==> src/rtl/lib_cpu.sv <==
// Shared CPU-side types and constants for the character-I/O path.
package lib_cpu;

   localparam int unsigned UART_BYTE_W = 8;

   typedef enum logic [1:0] {
      IDLE,
      START,
      WAIT_BUSY,
      WAIT_DONE
   } TX_STATE;

endpackage

==> src/rtl/io_rx_fifo.sv <==
// Synchronous byte FIFO buffering UART receive data for the CPU.
module io_rx_fifo
   import lib_cpu::*;
#(
   parameter int unsigned DEPTH = 4,
   localparam int unsigned AW   = $clog2(DEPTH)
) (
   input  logic                   clk,
   input  logic                   rst,
   input  logic                   push,
   input  logic [UART_BYTE_W-1:0] din,
   input  logic                   pop,
   output logic [UART_BYTE_W-1:0] dout,
   output logic [AW:0]            count,
   output logic                   full,
   output logic                   empty,
   output logic                   overrun_set
);

   logic [UART_BYTE_W-1:0] mem_q [DEPTH];
   logic [AW-1:0]          wr_q, wr_d;
   logic [AW-1:0]          rd_q, rd_d;
   logic [AW:0]            count_q, count_d;
   logic                   do_push, do_pop;

   assign empty = (count_q == '0);
   assign full  = (count_q == (AW+1)'(DEPTH));
   assign count = count_q;
   assign dout  = empty ? '0 : mem_q[rd_q];

   // A full FIFO still accepts a byte when a pop frees a slot in the same cycle.
   assign do_pop      = pop && !empty;
   assign do_push     = push && (!full || do_pop);
   assign overrun_set = push && full && !pop;

   always_comb begin
      wr_d    = wr_q;
      rd_d    = rd_q;
      count_d = count_q;
      if (do_push) begin
         wr_d = wr_q + AW'(1);
      end
      if (do_pop) begin
         rd_d = rd_q + AW'(1);
      end
      count_d = count_q + {{AW{1'b0}}, do_push} - {{AW{1'b0}}, do_pop};
   end

   always_ff @(posedge clk) begin
      if (rst) begin
         wr_q    <= '0;
         rd_q    <= '0;
         count_q <= '0;
      end else begin
         wr_q    <= wr_d;
         rd_q    <= rd_d;
         count_q <= count_d;
      end
   end

   always_ff @(posedge clk) begin
      if (do_push) begin
         mem_q[wr_q] <= din;
      end
   end

endmodule

==> src/rtl/cpu_io_ctrl.sv <==
// CPU character-I/O sequencer: TX handshake FSM, RX byte FIFO and interrupt request.
module cpu_io_ctrl
   import lib_cpu::*;
#(
   parameter int unsigned RX_DEPTH = 4,
   localparam int unsigned RX_AW   = $clog2(RX_DEPTH)
) (
   input  logic                   clk,
   input  logic                   rst,
   input  logic                   cpu_tx_req,
   input  logic [UART_BYTE_W-1:0] cpu_tx_data,
   input  logic                   cpu_ack,
   input  logic                   cpu_intr_en,
   output logic                   cpu_tx_busy,
   output logic [UART_BYTE_W-1:0] cpu_rx_data,
   output logic                   cpu_irr,
   output logic [RX_AW:0]         rx_count,
   output logic                   rx_overrun,
   output logic                   uart_tx_start,
   output logic [UART_BYTE_W-1:0] uart_tx_data,
   input  logic                   uart_tx_busy,
   input  logic                   uart_rx_valid,
   input  logic [UART_BYTE_W-1:0] uart_rx_data
);

   TX_STATE                state_q, state_d;
   logic [UART_BYTE_W-1:0] tx_data_q, tx_data_d;
   logic                   tx_busy_q;
   logic                   irr_q, irr_d;
   logic                   overrun_q, overrun_d;
   logic                   rx_full, rx_empty, rx_overrun_set;
   logic                   rx_pend_d, rx_drain;

   io_rx_fifo #(
      .DEPTH (RX_DEPTH)
   ) u_rx_fifo (
      .clk         (clk),
      .rst         (rst),
      .push        (uart_rx_valid),
      .din         (uart_rx_data),
      .pop         (cpu_ack),
      .dout        (cpu_rx_data),
      .count       (rx_count),
      .full        (rx_full),
      .empty       (rx_empty),
      .overrun_set (rx_overrun_set)
   );

   always_comb begin
      state_d   = state_q;
      tx_data_d = tx_data_q;
      case (state_q)
         IDLE: begin
            if (cpu_tx_req) begin
               tx_data_d = cpu_tx_data;
               state_d   = START;
            end
         end
         START:     state_d = WAIT_BUSY;
         WAIT_BUSY: if (uart_tx_busy) state_d = WAIT_DONE;
         WAIT_DONE: if (!uart_tx_busy) state_d = IDLE;
         default:   state_d = IDLE;
      endcase
   end

   // FIFO is non-empty after this edge: a push always lands when not full, and
   // only a lone pop of the last byte empties it.
   always_comb begin
      rx_drain  = cpu_ack && !uart_rx_valid && (rx_count == (RX_AW+1)'(1));
      rx_pend_d = uart_rx_valid || rx_full || (!rx_empty && !rx_drain);
      irr_d     = cpu_intr_en && rx_pend_d;
      overrun_d = overrun_q;
      if (rx_overrun_set) begin
         overrun_d = 1'b1;
      end else if (rx_drain) begin
         overrun_d = 1'b0;
      end
   end

   always_ff @(posedge clk) begin
      if (rst) begin
         state_q   <= IDLE;
         tx_data_q <= '0;
         tx_busy_q <= 1'b0;
         irr_q     <= 1'b0;
         overrun_q <= 1'b0;
      end else begin
         state_q   <= state_d;
         tx_data_q <= tx_data_d;
         tx_busy_q <= (state_d != IDLE);
         irr_q     <= irr_d;
         overrun_q <= overrun_d;
      end
   end

   assign uart_tx_start = (state_q == START);
   assign uart_tx_data  = tx_data_q;
   assign cpu_tx_busy   = tx_busy_q;
   assign cpu_irr       = irr_q;
   assign rx_overrun    = overrun_q;

endmodule

==> config.mk <==
export PLATFORM = sky130hd
export DESIGN_NAME = cpu_io_ctrl
export DESIGN_NICKNAME = d
export VERILOG_FILES = /design/src/rtl/lib_cpu.sv /design/src/rtl/io_rx_fifo.sv /design/src/rtl/cpu_io_ctrl.sv
export SDC_FILE = /design/constraint.sdc
export NUM_CORES = 1
export LEC_CHECK = 0
export ABC_CLOCK_PERIOD_IN_PS = 2009
export CAP_MARGIN = 20
export CORE_ASPECT_RATIO = 1.75
export CORE_MARGIN = 5
export CORE_UTILIZATION = 45
export CTS_CLUSTER_SIZE = 10
export DETAILED_ROUTE_END_ITERATION = 16
export PLACE_DENSITY_LB_ADDON = 0.25
export RECOVER_POWER = 50
export SLEW_MARGIN = 10
export SYNTH_ARGS = -nofsm -noshare
export SYNTH_HDL_FRONTEND = slang
export SYNTH_SLANG_ARGS = --single-unit
==> constraint.sdc <==
create_clock -name clk -period 2.01 [get_ports clk]
set_input_delay 0.201 -clock clk [delete_from_list [all_inputs] [get_ports clk]]
set_output_delay 0.201 -clock clk [all_outputs]
set_load 0.02 [all_outputs]
==> impl_metrics.csv <==
group,metric,value,unit
grt,grt_use_total,13.7,%
critical_path,slowest_stage,"fa_2",
yosys,ys_types,28,
place,dp.cells,250,
drt,vias,1319,
yosys,syn_area_per_cell,14.6,µm²
yosys,synth.area.top_cells,"edfxtp_1 44%, dfxtp_1 20%, mux4_2 8.3%, mux2i_1 4.1%, ha_1 3.5%",
yosys,synth_cells,149,
drt,postRouteWirelength,4.04,mm
critical_path,cp_max_fo,2,
cells_and_area,area_growth,30.9,%
timing,min_period,1.95,ns
yosys,yosysTopAreaCellShare,44.2,%
timing,fmax,512,MHz
floorplan,dieHeight,102,µm
clock_tree,clkSlewWorstSetupHoldPaths,0.10,ns
drt,drt_iter0_drc,25,
clock_tree,cts_max_path_buffers,2,
critical_path,worst_setup_path_start_kind,"flop",
drt,vias_per_cell,5.11,
cells_and_area,final_cell_mix,"32 x edfxtp_1, 24 x clkdlybuf4s50_1, 19 x dfxtp_1, 16 x nor2_1, 13 x dlygate4sd3_1",
timing,slew_viol_final,0,
critical_path,cp.required,2.21,ns
floorplan,ios,46,
timing,slew_headroom,62.1,%
cells_and_area,fin_util,60.4,%
timing,period_share,97.2,%
status,status,"finished, final reports clean",
critical_path,crit_chain,"o31ai_4 -> inv_1 -> ha_1 -> inv_1 -> ha_2 -> fa_2 -> xnor2_2 -> xnor2_1 -> nor2_1",
timing,tightest_slew,0.568,ns
power_and_ir_drop,vdd_drop_max,0.000680,V
drt,drc,0,
floorplan,start_util,46.1,%
drt,wire_per_inst,15.6,µm
timing,clock_skew,0.0104,ns
grt,antenna_found_initial,0,
clock_tree,holdBufCountCts,0,
cells_and_area,antenna_cells,0,
critical_path,end_kind,"flop",
timing,rsz0062_at_grt,"yes",
grt,grt_max_degree,18,
yosys,synth.largest_area_cell,"edfxtp_1",
yosys,syn_nets,179,
job,drv_cap,0,
yosys,yosys_warnings,0,
timing,setup_violations,0,
grt,grt_overflow,0,
critical_path,r2r_slack,0.06,ns
hold_path,hold_class,"reg2reg",
place,io_buffers,45,
critical_path,slowest_delay,0.37,ns
cells_and_area,fin_cells,258,
timing,finalHoldViolCount,0,
critical_path,cp.arrival,2.15,ns
grt,grt_pass1_vias,1480,
critical_path,cp_common_cell,"inv_1",
grt,grt_pass1_wl,6.91,mm
clock_tree,root_buffer,"clkbuf_8",
floorplan,dieWidth,62.5,µm
drt,firstDrtPassIters,4,
drt,postRouteAntennaNets,0,
place,routabilityCongestion,0.777,
timing,holdWs,0.496,ns
power_and_ir_drop,leakage,0.00106,µW
power_and_ir_drop,p_total,3150,µW
critical_path,crit_type,"reg2reg",
clock_tree,post-cts-setup-buffer-count,0,
clock_tree,cts.sinks,54,
floorplan,coreArea,4710,µm²
clock_tree,clk-insertion-delay-late,0.30,ns
yosys,netlist_area,2170,µm²
clock_tree,cts_tree,"built",
cells_and_area,drive_gt1_share,17.5,%
cells_and_area,fin_nets,235,
place,place_hpwl,3.02,mm
yosys,seq_area_frac_synth,64.5,%
floorplan,die-area,6370,µm²
power_and_ir_drop,power.density,1110,nW/µm²
cells_and_area,layout_commonest_cell,"edfxtp_1",
clock_tree,cts_buffers,5,
clock_tree,cts_max_level,2,
yosys,synth-seq-cells,54,
floorplan,core.rowCount,33,
## power breakdown
part / internal (µW) / switching, µW
clock network: 246 / 343
registers: 1310 / 77.9
logic: 595 / 577
total: 2150 / 998
## kinds of logic (layout without fill, tap and decap cells)
kind of cell | Yosys count | after routing | synth area share (%)
xor gates and xnor gates | 3 | 3 | 1.21
DFF | 54 | 54 | 64.5
muxes | 18 | 18 | 13.1
AOI/OAI and AO/OA | 7 | 7 | 1.90
and+or+nand+nor | 46 | 46 | 12.0
buffers and inverters | 14 | 71 | 2.88
adders and majority gates | 7 | 7 | 4.38
## final cells by class
cell class | instances | area [µm²]
fillers | 388 | 1860
clock inverters | 3 | 20.0
repair buffers | 55 | 520
inverters | 8 | 30.0
clock buffers | 5 | 68.8
multi-input cells | 81 | 734
well taps | 52 | 65.1
flip-flops and latches | 54 | 1410
## synth_stat cells
cell type / count
buf_6: 1
clkbuf_1: 3
buf_2: 2
inv_1: 8
mux4_2: 8
mux2_4: 1
and3b_1: 1
a31o_2: 1
fa_1: 1
nand2_1: 3
nor2_1: 16
nor3b_1: 1
and2_1: 4
mux2i_1: 9
xnor2_1: 2
o31ai_1: 1
edfxtp_1: 32
nor4b_4: 1
nor3_2: 1
nor3_1: 4
o21ai_0: 2
dfxtp_1: 22
nor2b_1: 12
a21oi_1: 3
ha_1: 6
nand2b_1: 2
or3_1: 1
xor2_1: 1
## flip-flops by register name (all words and copies together), names as in the netlist, named ones only
name and count:
rx_overrun 1, u_rx_fifo.count 3, u_rx_fifo.rd_q 2, cpu_irr 1
u_rx_fifo.mem_q 32, uart_tx_data 8, state_q 2, u_rx_fifo.wr_q 2
cpu_tx_busy 1
## final timing paths
check	start	endpoint	cells past startpoint
min	u_rx_fifo.rd_q[1]	flop	2
max reg2reg	u_rx_fifo.count[2]	u_rx_fifo.count[2]	9
min reg2reg	u_rx_fifo.rd_q[1]	flop	2
max	u_rx_fifo.count[2]	u_rx_fifo.count[2]	9
## per-layer routing
| metal | vias to the layer above | share of wire [%] | GRT usage [%] |
|---|---|---|---|
| li1 | 636 | - | - |
| met2 | 36 | 58 | 25.2 |
| met4 | 0 | 1.3 | 6.37 |
| met5 | - | 0 | 0 |
| met1 | 642 | 36 | 14.4 |
| met3 | 5 | 4.6 | 3.41 |
## metrics by stage
| stage | instance area [µm²] | setup TNS (ns) | setup slack [ns] |
|---|---|---|---|
| 2_1_floorplan | 2190 | 0 | 0.000344 |
| 3_5_place_dp | 2760 | -1.63 | -0.293 |
| 5_1_grt | 2840 | -0.0381 | -0.0381 |
| 6_report | 2840 | 0 | 0.0559 |
| 4_1_cts | 2840 | 0 | 0.00807 |
| 3_3_place_gp | 2760 | -0.256 | -0.211 |
## timing repair
action                     4_1_cts  5_1_grt
setup endpoints to repair        9        7
gates cloned                     0        0
gates resized for setup          9        5
hold endpoints to repair         0        0
pin swaps                        1        3
## worst max-delay path, delay by kind of cell (launching register included)
| kind | cells | cell delay, ns |
|---|---|---|
| DFF | 1 | 0.35 |
| and+or+nand+nor | 1 | 0.05 |
| xor gates and xnor gates | 2 | 0.27 |
| adders and majority gates | 3 | 0.82 |
| AOI/OAI and AO/OA | 1 | 0.25 |
| buffers and inverters | 2 | 0.12 |
(Power assumes the default switching activity.)
